**config.mk**
```make
export PLATFORM = sky130hd
export DESIGN_NAME = ipc_comlink
export DESIGN_NICKNAME = d
export VERILOG_FILES = /design/src/rtl/ipc_comlink.sv
export SDC_FILE = /design/constraint.sdc
export NUM_CORES = 1
export LEC_CHECK = 0
export ABC_CLOCK_PERIOD_IN_PS = 4720
export CAP_MARGIN = 5
export CORE_ASPECT_RATIO = 0.5
export CORE_MARGIN = 10
export CORE_UTILIZATION = 35
export DETAILED_ROUTE_END_ITERATION = 8
export DONT_BUFFER_PORTS = 1
export SLEW_MARGIN = 15
export SYNTH_ARGS = -nofsm -noshare
export SYNTH_HDL_FRONTEND = slang
export SYNTH_SLANG_ARGS = --single-unit
```
**constraint.sdc**
```tcl
create_clock -name clk -period 4.72 [get_ports clk]
set_input_delay 0.236 -clock clk [delete_from_list [all_inputs] [get_ports clk]]
set_output_delay 0.236 -clock clk [all_outputs]
set_load 0.01 [all_outputs]
```
**src/rtl/ipc_comlink.sv**
```systemverilog
// IPC end of the COMDATA/COMCTL link: start-bit qualify, two COMCTL pulses per frame,
// MSB-first byte assembly both ways. Define IPC_COMLINK_TIMEOUT_EN to discard stale partial bytes.
module ipc_comlink #(
  parameter int PULSE_LEN   = 8,
  parameter int GAP_LEN     = 8,
  parameter int SETUP_LEN   = 4,
  parameter int TIMEOUT_LEN = 65535
) (
  input  logic       clk,
  input  logic       reset_n,
  input  logic       ce_11m,
  output logic       comctrl,
  input  logic       comdata_in,
  output logic       comdata_out,
  output logic [7:0] rx_data,
  output logic       rx_valid,
  input  logic       rx_ack,
  output logic       rx_overrun,
  input  logic [7:0] tx_data,
  input  logic       tx_load,
  output logic       tx_ready,
  output logic       busy,
  output logic       rx_abort
);
  typedef enum logic [2:0] {S_IDLE, S_QUAL, S_P1, S_G1, S_P2, S_H2, S_WAITE} state_t;

  localparam logic [7:0]  PULSE_T = 8'(PULSE_LEN);
  localparam logic [7:0]  GAP_T   = 8'(GAP_LEN);
  localparam logic [7:0]  SETUP_T = 8'(SETUP_LEN);
  localparam logic [15:0] TO_LAST = 16'(TIMEOUT_LEN - 1);

  state_t     state_q, state_d;
  logic [7:0] timer_q, timer_d;
  logic       comctrl_q, comctrl_d;
  logic       cdo_q, cdo_d;
  logic [2:0] bitcnt_q, bitcnt_d;
  logic [7:0] rx_sh_q, rx_sh_d;
  logic [7:0] tx_sh_q, tx_sh_d;
  logic       pend_q, pend_d;
  logic [7:0] rx_data_q, rx_data_d;
  logic       rx_valid_q, rx_valid_d;
  logic       ovr_q, ovr_d;
  logic       expired;

`ifdef IPC_COMLINK_TIMEOUT_EN
  logic [15:0] idle_cnt_q, idle_cnt_d;
  logic        abort_q, abort_d;
`endif

  // A loaded timer of N expires on the Nth tick after loading.
  assign expired = (timer_q == 8'd1);

  always_comb begin
    state_d    = state_q;
    timer_d    = timer_q;
    comctrl_d  = comctrl_q;
    cdo_d      = cdo_q;
    bitcnt_d   = bitcnt_q;
    rx_sh_d    = rx_sh_q;
    tx_sh_d    = tx_sh_q;
    pend_d     = pend_q;
    rx_data_d  = rx_data_q;
    rx_valid_d = rx_valid_q;
    ovr_d      = ovr_q;

    if (rx_ack) rx_valid_d = 1'b0;
    if (tx_load && tx_ready) begin
      tx_sh_d = tx_data;
      pend_d  = 1'b1;
    end

    if (ce_11m) begin
      case (state_q)
        S_IDLE: if (!comdata_in) begin
          timer_d = SETUP_T;
          state_d = S_QUAL;
        end
        S_QUAL: begin
          if (comdata_in) state_d = S_IDLE;
          else if (expired) begin
            comctrl_d = 1'b0;
            timer_d   = PULSE_T;
            state_d   = S_P1;
          end else timer_d = timer_q - 8'd1;
        end
        S_P1: begin
          if (expired) begin
            comctrl_d = 1'b1;
            timer_d   = GAP_T;
            state_d   = S_G1;
          end else timer_d = timer_q - 8'd1;
        end
        S_G1: begin
          if (expired) begin
            rx_sh_d   = {rx_sh_q[6:0], comdata_in};
            cdo_d     = tx_sh_q[7];
            comctrl_d = 1'b0;
            timer_d   = PULSE_T;
            state_d   = S_P2;
          end else timer_d = timer_q - 8'd1;
        end
        S_P2: begin
          if (expired) begin
            comctrl_d = 1'b1;
            timer_d   = GAP_T;
            state_d   = S_H2;
          end else timer_d = timer_q - 8'd1;
        end
        S_H2: begin
          if (expired) begin
            cdo_d    = 1'b1;
            tx_sh_d  = {tx_sh_q[6:0], 1'b1};
            bitcnt_d = bitcnt_q + 3'd1;
            state_d  = S_WAITE;
            if (bitcnt_q == 3'd7) begin
              rx_data_d  = rx_sh_q;
              rx_valid_d = 1'b1;
              pend_d     = 1'b0;
              if (rx_valid_q && !rx_ack) ovr_d = 1'b1;
            end
          end else timer_d = timer_q - 8'd1;
        end
        S_WAITE: if (comdata_in) state_d = S_IDLE;
        default: state_d = S_IDLE;
      endcase
    end

`ifdef IPC_COMLINK_TIMEOUT_EN
    abort_d    = 1'b0;
    idle_cnt_d = idle_cnt_q;
    if (state_q != S_IDLE) idle_cnt_d = '0;
    else if (ce_11m && comdata_in && bitcnt_q != 3'd0) begin
      if (idle_cnt_q == TO_LAST) begin
        idle_cnt_d = '0;
        bitcnt_d   = 3'd0;
        rx_sh_d    = 8'h00;
        tx_sh_d    = 8'hFF;
        pend_d     = 1'b0;
        abort_d    = 1'b1;
      end else idle_cnt_d = idle_cnt_q + 16'd1;
    end
`endif
  end

  always_ff @(posedge clk) begin
    if (!reset_n) begin
      state_q    <= S_IDLE;
      timer_q    <= 8'd0;
      comctrl_q  <= 1'b1;
      cdo_q      <= 1'b1;
      bitcnt_q   <= 3'd0;
      rx_sh_q    <= 8'h00;
      tx_sh_q    <= 8'hFF;
      pend_q     <= 1'b0;
      rx_data_q  <= 8'h00;
      rx_valid_q <= 1'b0;
      ovr_q      <= 1'b0;
    end else begin
      state_q    <= state_d;
      timer_q    <= timer_d;
      comctrl_q  <= comctrl_d;
      cdo_q      <= cdo_d;
      bitcnt_q   <= bitcnt_d;
      rx_sh_q    <= rx_sh_d;
      tx_sh_q    <= tx_sh_d;
      pend_q     <= pend_d;
      rx_data_q  <= rx_data_d;
      rx_valid_q <= rx_valid_d;
      ovr_q      <= ovr_d;
    end
  end

`ifdef IPC_COMLINK_TIMEOUT_EN
  always_ff @(posedge clk) begin
    if (!reset_n) begin
      idle_cnt_q <= '0;
      abort_q    <= 1'b0;
    end else begin
      idle_cnt_q <= idle_cnt_d;
      abort_q    <= abort_d;
    end
  end
  assign rx_abort = abort_q;
`else
  logic unused_timeout;
  assign unused_timeout = ^TO_LAST;
  assign rx_abort       = 1'b0;
`endif

  assign comctrl     = comctrl_q;
  assign comdata_out = cdo_q;
  assign rx_data     = rx_data_q;
  assign rx_valid    = rx_valid_q;
  assign rx_overrun  = ovr_q;
  assign tx_ready    = (bitcnt_q == 3'd0) && (state_q == S_IDLE) && !pend_q;
  assign busy        = (state_q != S_IDLE);
endmodule

```
==> results.txt <==
Cell Rows -> 19
Post-synth ARST share -> 0
sequential power share -> 0.448
met1 wire length -> 1.936 mm
Clk pin slew, worst setup/hold paths -> 0.07 ns
crit path kind -> reg -> reg
Post-Syn Instances -> 228
Distinct cells, synth -> 43
endpoints failing hold -> 0
Setup crit end kind -> register
synth top area cells -> dfxtp_1 (42%), mux2i_1 (13%), nor2_1 (5.3%)
share of cells above drive strength 1 -> 0.06306
antenna violations before repair -> 0
MaxCap Viol Count -> 0
CTS tree -> built
I/O Buffers -> 0
Final period util -> 0.5195
Setup Skew -> 0.006438 ns
Internal -> 0.6575 mW
Tightest Pin Transition -> 0.8971 ns
Die ar. -> 0.009484 sq mm
drt drc -> 0
fin. max-slew vios -> 0
ant diodes -> 0
switching power -> 0.2046 mW
combinational cell fraction of total power -> 0.085
Post-DRT Antenna Nets -> 0
PwrDens -> 384.3 mW/mm^2
DR WL met3 -> 198 um
syn_nets -> 247
start of the worst register-to-register path -> timer_q[0]
Chip Width -> 128.1 um
Fmax -> 407.8 MHz
RSZ-0062 raised after global routing -> false
WHS -> 0.03494 ns
outcome -> finished, final reports clean
post-route setup TNS -> 0 ns
syn avg cell area -> 8.967 sq um
Worst setup SP type -> register
via count -> 1591
CTS root buf -> clkbuf_16
CP Max Fanout -> 11
clock tree buffer depth -> 2
top sig layer -> met4
vias in the first global route -> 1444
global router's overall resource usage -> 0.09087
share of power burned in the clock network -> 0.467
clk sinks -> 43
CP startpoint -> timer_q[0]
Layout area overhead -> 9.731%
Arr. time, crit path -> 2.59 ns
EDFF count, synth -> 0
drt total wl -> 4.333 mm
Initial Utilization -> 0.3675
routed len/inst -> 14.69 um
clk_lat worst skew -> 0.29 ns
Mapped Area -> 0.002044 sq mm
routability cong. -> 0.8302
PnR Total Power -> 0.8621 mW
synth warn -> 0
die span in y -> 74.05 um
Post-CTS Setup Inserts -> 0
top cell type's share of synthesized area -> 0.4211
Post-CTS Hold Fix Bufs -> 0
IO Count -> 29
Nets -> 240
starting DRC count in detailed routing -> 108
most numerous cell in the Yosys netlist -> dfxtp_1
CP required -> 4.86 ns
largest net degree at the start of global routing -> 32
Worst R2R End -> rx_data[2]
#FFs+latches synth -> 43
DP HPWL -> 3.092 mm
worst hold path type -> in -> reg
area leader, netlist -> dfxtp_1
first-pass GRT wire length -> 7.079 mm
Core Footprint -> 0.005563 sq mm
cts bufs inserted -> 5
flop2flop setup slack -> 2.27 ns
First-pass DRT Iterations -> 4
Vias per Instance -> 5.393
Pleak -> 0.9820 nW
post-placement worst setup slack -> 2.288 ns
Sw Share -> 0.2374
Rel. slew slack -> 0.4013
peak supply drop -> 0.1635 mV
Post-CTS Resized -> 0
Seq/Total Area, Yosys -> 0.4211
GRT overflow -> 0
Commonest cells post-synth -> dfxtp_1 (43), nor2_1 (29), mux2i_1 (26)
H-Tree Depth -> 2
Final setup viols -> 0
predominant post-synthesis flop cell -> dfxtp_1
Worst Reg2Reg Path Length in Cells -> 5
met2 wire length -> 2.128 mm
Tmin final -> 2.452 ns
fin worst setup slack -> 2.268 ns
crit path to -> rx_data[2]
[sequential cells by signal, summed over array words and instances (netlist names), 3 cells and up]
name      flops
rx_data       8
rx_sh_q       8
timer_q       8
tx_sh_q       8
bitcnt_q      3
state_q       3
[how the worst min path moves through the flow]
stage | from | end | slack [ns] | cells past startpoint
3_3_place_gp | reset_n | comctrl | 0.33 | 1
4_1_cts | reset_n | comctrl | 0.03 | 1
6_report | reset_n | comctrl | 0.03 | 1
3_5_place_dp | reset_n | comctrl | 0.34 | 1
2_1_floorplan | tx_data[0] | tx_sh_q[0] | 0.36 | 2
5_1_grt | reset_n | comctrl | 0.06 | 1
[cells by family (layout without fill, tap and decap cells)]
| logic type | after synthesis | after routing | synth area share |
|---|---|---|---|
| AND/OR/NAND/NOR | 79 | 79 | 0.2087 |
| AO/OA/AOI/OAI | 47 | 47 | 0.1475 |
| flip-flops | 43 | 43 | 0.4211 |
| multiplexers | 26 | 26 | 0.1273 |
| buffers and inverters | 24 | 18 | 0.05018 |
| adder cells (fa/ha/maj) | 5 | 5 | 0.03060 |
| XOR/XNOR | 3 | 3 | 0.01285 |
| other | 1 | 1 | 0.001834 |
[cells in the final DEF, fill, tap and decap left out, types with 5 or more instances in the layout]
master     count
ha_1           5
dfxtp_1       43
inv_1         10
mux2i_1       26
a21oi_1       21
nand2_1        7
nand3_1        6
clkbuf_16      5
nor3_1        10
o31ai_1        5
nor2_1        29
[per-layer routing]
metal	GRT usage	vias up
met3	0.02553	7
met1	0.1049	747
met2	0.1556	33
met4	0.04342	0
met5	0	-
li1	-	804
[stage by stage]
stage	utilization	instances	cell area, sq um
floorplan	-	228	2044
global placement	0.3722	287	2071
detailed placement	0.3722	287	2071
CTS	0.4033	295	2243
global route	0.4033	295	2243
finish	0.4033	295	2243
[power by group through the flow]
stage	Combinational [mW]	Sequential (mW)	Clock (mW)
after floorplan	0.0656	0.390	0
after global placement	0.0712	0.393	0
after detailed placement	0.0729	0.394	0
after CTS	0.0735	0.386	0.413
after global routing	0.0820	0.387	0.426
final	0.0736	0.386	0.402
[critical path: stages, from the launching register on]
cell,delay (ns)
dfxtp_1,0.42
ha_1,0.19
nor3b_1,0.59
nand4_1,0.70
mux2i_1,0.35
nor2_1,0.05
[final cells by class]
cell class,count,area [sq um]
Multi-Input combinational cell,161,1081
Sequential cell,43,860.8
Fill cell,573,3319
Tap cell,73,91.34
Clock inverter,3,47.55
Clock buffer,5,125.1
Inverter,10,37.54
No activity file was read; power rests on OpenSTA's default activity.
